## src/rtl/timer_pkg.sv

```systemverilog
// Shared constants and BCD helpers for the mm:ss countdown timer.
package timer_pkg;

   // FSM state encoding
   localparam logic [1:0] IDLE   = 2'd0;
   localparam logic [1:0] RUN    = 2'd1;
   localparam logic [1:0] PAUSED = 2'd2;
   localparam logic [1:0] DONE   = 2'd3;

   // BCD digit limits
   localparam logic [3:0] SEC_TENS_MAX = 4'd5;
   localparam logic [3:0] DIGIT_MAX    = 4'd9;

   // Limit a single BCD digit to a maximum value
   function automatic logic [3:0] clamp_digit(input logic [3:0] digit, input logic [3:0] max_val);
      return (digit > max_val) ? max_val : digit;
   endfunction

   // Decrement a {min_tens, min_ones, sec_tens, sec_ones} count by one second; 00:00 stays put
   function automatic logic [15:0] bcd_decrement(input logic [15:0] count);
      logic [3:0] min_t, min_o, sec_t, sec_o;
      {min_t, min_o, sec_t, sec_o} = count;
      if (count == 16'h0000) begin
         return 16'h0000;
      end
      if (sec_o != 4'd0) begin
         sec_o = sec_o - 4'd1;
      end else begin
         sec_o = DIGIT_MAX;
         if (sec_t != 4'd0) begin
            sec_t = sec_t - 4'd1;
         end else begin
            sec_t = SEC_TENS_MAX;
            if (min_o != 4'd0) begin
               min_o = min_o - 4'd1;
            end else begin
               min_o = DIGIT_MAX;
               min_t = min_t - 4'd1;
            end
         end
      end
      return {min_t, min_o, sec_t, sec_o};
   endfunction

endpackage

```

## src/rtl/countdown_timer_if.sv

```systemverilog
// Control and display bus of the countdown timer.
interface countdown_timer_if;
   logic       load;
   logic [7:0] load_min;
   logic [7:0] load_sec;
   logic       start;
   logic       pause;
   logic [7:0] min_bcd;
   logic [7:0] sec_bcd;
   logic       running;
   logic       done;
   logic       done_pulse;

   modport master (
      output load, load_min, load_sec, start, pause,
      input  min_bcd, sec_bcd, running, done, done_pulse
   );

   modport slave (
      input  load, load_min, load_sec, start, pause,
      output min_bcd, sec_bcd, running, done, done_pulse
   );
endinterface

```

## src/rtl/countdown_timer_tick_sync.sv

```systemverilog
// Synchronises an asynchronous level and turns its rising edge into a one-cycle tick.
module tick_sync #(
   parameter int SYNC_STAGES = 2
) (
   input  logic clk_in,
   input  logic rst_n,
   input  logic async_in,
   output logic tick_out
);

   logic [SYNC_STAGES-1:0] sync_d, sync_q;
   logic                   prev_d, prev_q;

   // Shift the input through the synchroniser and remember the last synchronised value
   always_comb begin
      sync_d = {sync_q[SYNC_STAGES-2:0], async_in};
      prev_d = sync_q[SYNC_STAGES-1];
   end

   // Synchroniser and edge-detect flops
   always_ff @(posedge clk_in or negedge rst_n) begin
      if (!rst_n) begin
         sync_q <= '0;
         prev_q <= 1'b0;
      end else begin
         sync_q <= sync_d;
         prev_q <= prev_d;
      end
   end

   assign tick_out = sync_q[SYNC_STAGES-1] & ~prev_q;

endmodule

```

## src/rtl/countdown_timer.sv

```systemverilog
// mm:ss BCD countdown driven by the slow clock from clock_divider.
module countdown_timer
   import timer_pkg::*;
#(
   parameter int SYNC_STAGES    = 2,
   parameter int TICKS_PER_STEP = 1
) (
   input  logic               clk_in,
   input  logic               rst_n,
   input  logic               slow_clk,
   countdown_timer_if.slave   bus
);

   localparam logic [7:0] PRESC_LAST = 8'(TICKS_PER_STEP - 1);

   logic        tick;
   logic [1:0]  state_d, state_q;
   logic [7:0]  min_d, min_q;
   logic [7:0]  sec_d, sec_q;
   logic [7:0]  presc_d, presc_q;
   logic        running_d, running_q;
   logic        done_d, done_q;
   logic        done_pulse_d, done_pulse_q;
   logic [15:0] load_count;
   logic [15:0] dec_count;

   tick_sync #(.SYNC_STAGES(SYNC_STAGES)) u_tick_sync (
      .clk_in   (clk_in),
      .rst_n    (rst_n),
      .async_in (slow_clk),
      .tick_out (tick)
   );

   // Clamp the requested load value to a legal 99:59-limited BCD count
   always_comb begin
      load_count = {clamp_digit(bus.load_min[7:4], DIGIT_MAX),
                    clamp_digit(bus.load_min[3:0], DIGIT_MAX),
                    clamp_digit(bus.load_sec[7:4], SEC_TENS_MAX),
                    clamp_digit(bus.load_sec[3:0], DIGIT_MAX)};
      dec_count  = bcd_decrement({min_q, sec_q});
   end

   // Next-state logic: load overrides everything, then the FSM, prescaler and BCD count
   always_comb begin
      state_d      = state_q;
      min_d        = min_q;
      sec_d        = sec_q;
      presc_d      = presc_q;
      done_pulse_d = 1'b0;
      if (bus.load) begin
         state_d = IDLE;
         {min_d, sec_d} = load_count;
         presc_d = 8'd0;
      end else begin
         case (state_q)
            IDLE: begin
               if (bus.start && ({min_q, sec_q} != 16'h0000)) begin
                  state_d = RUN;
                  presc_d = 8'd0;
               end
            end
            RUN: begin
               if (bus.pause) begin
                  state_d = PAUSED;
               end else if (tick) begin
                  if (presc_q == PRESC_LAST) begin
                     presc_d = 8'd0;
                     if ({min_q, sec_q} == 16'h0001) begin
                        state_d        = DONE;
                        {min_d, sec_d} = 16'h0000;
                        done_pulse_d   = 1'b1;
                     end else begin
                        {min_d, sec_d} = dec_count;
                     end
                  end else begin
                     presc_d = presc_q + 8'd1;
                  end
               end
            end
            PAUSED: begin
               if (bus.start) begin
                  state_d = RUN;
               end
            end
            DONE: begin
               state_d = DONE;
            end
            default: begin
               state_d = IDLE;
            end
         endcase
      end
      running_d = (state_d == RUN);
      done_d    = (state_d == DONE);
   end

   // State, count and registered status outputs
   always_ff @(posedge clk_in or negedge rst_n) begin
      if (!rst_n) begin
         state_q      <= IDLE;
         min_q        <= 8'h00;
         sec_q        <= 8'h00;
         presc_q      <= 8'd0;
         running_q    <= 1'b0;
         done_q       <= 1'b0;
         done_pulse_q <= 1'b0;
      end else begin
         state_q      <= state_d;
         min_q        <= min_d;
         sec_q        <= sec_d;
         presc_q      <= presc_d;
         running_q    <= running_d;
         done_q       <= done_d;
         done_pulse_q <= done_pulse_d;
      end
   end

   assign bus.min_bcd    = min_q;
   assign bus.sec_bcd    = sec_q;
   assign bus.running    = running_q;
   assign bus.done       = done_q;
   assign bus.done_pulse = done_pulse_q;

endmodule

```

## src/flat_wrapper.sv

```systemverilog
// flat-port wrapper written by rule: the top's interface ports become plain ports
module countdown_timer_flat import timer_pkg::*;
#(
   parameter int SYNC_STAGES    = 2,
   parameter int TICKS_PER_STEP = 1
)
  (clk_in, rst_n, slow_clk, bus_load, bus_load_min, bus_load_sec, bus_start, bus_pause, bus_min_bcd, bus_sec_bcd, bus_running, bus_done, bus_done_pulse);
  countdown_timer_if bus_i ();
  input  logic clk_in;
  input  logic rst_n;
  input  logic slow_clk;
  input wire logic [$bits(bus_i.load)-1:0] bus_load;
  input wire logic [$bits(bus_i.load_min)-1:0] bus_load_min;
  input wire logic [$bits(bus_i.load_sec)-1:0] bus_load_sec;
  input wire logic [$bits(bus_i.start)-1:0] bus_start;
  input wire logic [$bits(bus_i.pause)-1:0] bus_pause;
  output wire logic [$bits(bus_i.min_bcd)-1:0] bus_min_bcd;
  output wire logic [$bits(bus_i.sec_bcd)-1:0] bus_sec_bcd;
  output wire logic [$bits(bus_i.running)-1:0] bus_running;
  output wire logic [$bits(bus_i.done)-1:0] bus_done;
  output wire logic [$bits(bus_i.done_pulse)-1:0] bus_done_pulse;
  assign bus_i.load = bus_load;
  assign bus_i.load_min = bus_load_min;
  assign bus_i.load_sec = bus_load_sec;
  assign bus_i.start = bus_start;
  assign bus_i.pause = bus_pause;
  assign bus_min_bcd = bus_i.min_bcd;
  assign bus_sec_bcd = bus_i.sec_bcd;
  assign bus_running = bus_i.running;
  assign bus_done = bus_i.done;
  assign bus_done_pulse = bus_i.done_pulse;
  countdown_timer #(.SYNC_STAGES(SYNC_STAGES), .TICKS_PER_STEP(TICKS_PER_STEP)) u_core (.clk_in(clk_in), .rst_n(rst_n), .slow_clk(slow_clk), .bus(bus_i));
endmodule
```

## config.mk

```make
export PLATFORM = sky130hd
export DESIGN_NAME = countdown_timer_flat
export DESIGN_NICKNAME = d
export VERILOG_FILES = /design/src/rtl/timer_pkg.sv /design/src/rtl/countdown_timer_if.sv /design/src/rtl/countdown_timer_tick_sync.sv /design/src/rtl/countdown_timer.sv /design/src/flat_wrapper.sv
export SDC_FILE = /design/constraint.sdc
export NUM_CORES = 1
export LEC_CHECK = 0
export CORE_MARGIN = 4
export CORE_UTILIZATION = 25
export CTS_BUF_LIST = sky130_fd_sc_hd__clkbuf_16
export DETAILED_ROUTE_END_ITERATION = 6
export GPL_ROUTABILITY_DRIVEN = 0
export GPL_TIMING_DRIVEN = 0
export SLEW_MARGIN = 20
export SYNTH_ARGS = -nofsm -noshare
export SYNTH_HDL_FRONTEND = slang
export SYNTH_SLANG_ARGS = --single-unit
```

## constraint.sdc

```tcl
create_clock -name clk_in -period 3.1 [get_ports clk_in]
set_input_delay 0.62 -clock clk_in [delete_from_list [all_inputs] [get_ports clk_in]]
set_output_delay 0.62 -clock clk_in [all_outputs]
set_load 0.01 [all_outputs]
```

==> run_results.csv <==
group,metric,value,unit
yosys,syn-mean-instance-area,9.27,sq um
power,total_leakage_power,0.00108,uW
yosys,post-synth-top-count-cell,"dfrtp_1",
floorplanning,start_util,26.4,%
detailed_routing,antenna_left,0,
sta,slew_headroom,41.7,%
sta,max_freq,0.349,GHz
floorplanning,row_count,31,
yosys,ys_seq_elements,32,
clocking,cts_buffer_depth,2,
sta,tightest_slew,0.869,ns
floorplanning,die_area,9300,sq um
yosys,seq_area_frac_synth,40.9,%
run,maxCapViolCount,0,
final_layout,drive_above_1_share,10.0,%
sta,clock_skew,0.00196,ns
power,irDropWorstVdd,0.222,mV
detailed_routing,drt_iter0_markers,125,
yosys,syn_area,1960,sq um
critical_path,critPathTopFamily,"simple AND/OR/NAND/NOR gates",
sta,rsz0062_at_grt,"false",
placed_design,port_buffers,40,
critical_path,arrival,3.02,ns
critical_path,crit-reg2reg-launch,"u_core.bus.min_bcd[0]",
critical_path,ff2ff_setup_slack,0.25,ns
clocking,cts.sinks,32,
outcome,outcome,"finished clean",
detailed_routing,first_pass_iters,4,
critical_path,start_kind,"input pin",
sta,fin_crit_sh,92.5,%
critical_path,cpPeakStageDelay,0.60,ns
sta,finalSetupViolCount,0,
detailed_routing,routed_wirelength,5190,um
clocking,ctsResizeCount,0,
sta,slew_viol_final,0,
floorplanning,dieHeight,96.4,um
yosys,synth_fp_nets,242,
global_route,grt_max_degree,29,
sta,finalSetupTns,0,ns
global_route,grt_pass1_vias,1752,
power,power_density,530,nW/um^2
clocking,root_buffer,"clkbuf_16",
yosys,synthArstFlopShare,100,%
critical_path,crit_chain,"clkdlybuf4s50_1 > or3b_2 > or4_4 > nor3_2 > a31oi_1 > mux2_2",
yosys,synth_flop_cell,"dfrtp_1",
critical_path,worstSetupEndpointType,"flip-flop",
yosys,synth_commonest_cells,"32 x dfrtp_1, 22 x o21ai_0, 19 x nor2_1, 18 x inv_1, 12 x a21oi_1",
yosys,synthCells,211,
critical_path,worstPathRequired,3.26,ns
critical_path,endpoint,"u_core.bus.min_bcd[5]",
clocking,insertion_delay,0.27,ns
yosys,yosysTopAreaCellShare,40.9,%
clocking,htree_levels,2,
clocking,cts_inserted_buffers,5,
yosys,yosys.area.top_type,"dfrtp_1",
critical_path,path_max_fanout,4,
critical_path,startpoint,"bus_pause",
min_path,hold_class,"in2async",
yosys,synth_edf_count,0,
yosys,synthTopCellsByArea,"dfrtp_1 41%, ha_1 5.8%, o21ai_0 5.6%",
clocking,cts_setup_buffers,0,
global_route,grt.total_usage,12.0,%
critical_path,cp_num_cells,6,
final_layout,nNetsFinal,290,
global_route,grt_first_pass_wirelength,8670,um
floorplanning,pin_count,41,
detailed_routing,wl_per_cell,14.5,um
sta,fin_crit,2.87,ns
critical_path,cp_num_buf_inv,1,
clocking,cts.clk_slew.worst_paths,0.05,ns
floorplanning,die_x,96.4,um
critical_path,rr_worst_depth,7,
global_route,grt-ovfl-total,0,
placed_design,dpl.hpwl,3790,um
floorplanning,core,7410,sq um
critical_path,r2r_end,"u_core.bus.min_bcd[3]",
placed_design,dpl_worst_slack,0.00200,ns
detailed_routing,drc,0,
clocking,cts_hold_buf,0,
yosys,synthDistinctLibCells,51,
critical_path,critPathSlowestCell,"or4_4",
final_layout,areaGrowthSynthToFinish,34.4,%
sta,hold_violations,0,
detailed_routing,vias_per_cell,5.06,
sta,setup_ws,0.232,ns
final_layout,diodes,0,
clocking,cts_tree,"done",
global_route,antenna_found_initial,0,
critical_path,worstSetupPathType,"in2reg",
yosys,synth_warnings,0,
detailed_routing,num_vias,1812,
-- per-layer routing --
| metal | routed length, um | global-route usage [%] | vias up |
|---|---|---|---|
| met5 | 0 | 0 | - |
| met4 | 63 | 4.21 | 0 |
| met3 | 239 | 1.94 | 4 |
| met2 | 2360 | 18.3 | 39 |
| met1 | 2530 | 17.1 | 878 |
| li1 | - | - | 891 |
-- sequential cells by signal, indices dropped and copies added (netlist names) --
name	flops
u_core.state_q	2
u_core.bus.done	1
u_core.u_tick_sync.prev_q	1
u_core.bus.sec_bcd	8
u_core.presc_q	8
u_core.bus.running	1
u_core.bus.done_pulse	1
u_core.u_tick_sync.sync_q	2
u_core.bus.min_bcd	8
-- cells in the final DEF (no fill, tap or decap), drive strengths merged, types with 2 or more instances in the layout --
cell type      instances
and3                   4
o32ai                  2
a21oi                 12
nor2                  19
o21ai                 23
ha                     9
clkbuf                 8
inv                   19
a31oi                  4
and4                   2
nand3                  3
mux2                   7
o22ai                  2
a22oi                  2
dfrtp                 32
a211oi                 3
buf                    2
nand4                  2
nor3b                  6
nor2b                  3
nor4                   2
or3b                   6
a41oi                  2
nand2                 10
mux2i                  2
clkdlybuf4s50         39
o21bai                 2
o31a                   2
nor3                   5
or4                    5
-- power by group --
group,leakage [uW],internal (uW),switching [uW],total [uW]
Sequential,0.000407,467,63.2,531
Combinational,0.000607,215,196,412
Clock,0.0000709,288,163,450
-- stage by stage --
stage / instances / instance area (sq um) / hold WS (ns) / power [uW] / util, %
after global routing: 358 / 2630 / 0.165 / 1470 / 35.5
final: 358 / 2630 / 0.166 / 1390 / 35.5
after detailed placement: 351 / 2490 / 0.346 / 946 / 33.7
after CTS: 358 / 2630 / 0.160 / 1400 / 35.5
after floorplan: 211 / 1960 / 0.324 / 749 / -
after global placement: 350 / 2480 / 0.335 / 939 / 33.5
-- area by class of cell --
cell class / count / area, sq um
buffer: 3 / 11.3
clock buffer: 5 / 125
clock inverter: 2 / 8.76
fill: 759 / 4780
inverter: 18 / 67.6
multi-input combinational: 158 / 1080
sequential: 32 / 801
tap: 99 / 124
timing repair buffer: 41 / 415
-- worst register-to-register path, delay by kind of cell (launching register included) --
family	cells	cell delay [ns]
adders and majority gates	1	0.19
muxes	1	0.31
buffers and inverters	1	0.13
AOI/OAI and AO/OA	2	0.92
and+or+nand+nor	2	0.78
DFF	1	0.41
-- logic make-up (layout without fill, tap and decap cells) --
kind of cell	Yosys count	in the layout	synth area share, %
AO/OA/AOI/OAI	67	67	22.3
AND/OR/NAND/NOR	73	73	21.9
flip-flops	32	32	40.9
adder cells (fa/ha/maj)	9	9	5.76
buffers and inverters	21	69	4.03
multiplexers	9	9	5.05
-- worst min-delay path by stage --
stage                                  from                           end  slack [ns]
6_report                              rst_n         u_core.bus.sec_bcd[5]        0.17
5_1_grt                               rst_n         u_core.bus.sec_bcd[5]        0.17
4_1_cts                               rst_n         u_core.bus.sec_bcd[5]        0.16
3_5_place_dp   u_core.u_tick_sync.sync_q[0]  u_core.u_tick_sync.sync_q[1]        0.35
3_3_place_gp   u_core.u_tick_sync.sync_q[0]  u_core.u_tick_sync.sync_q[1]        0.34
2_1_floorplan                         rst_n               u_core.bus.done        0.32
(Power assumes the default switching activity.)
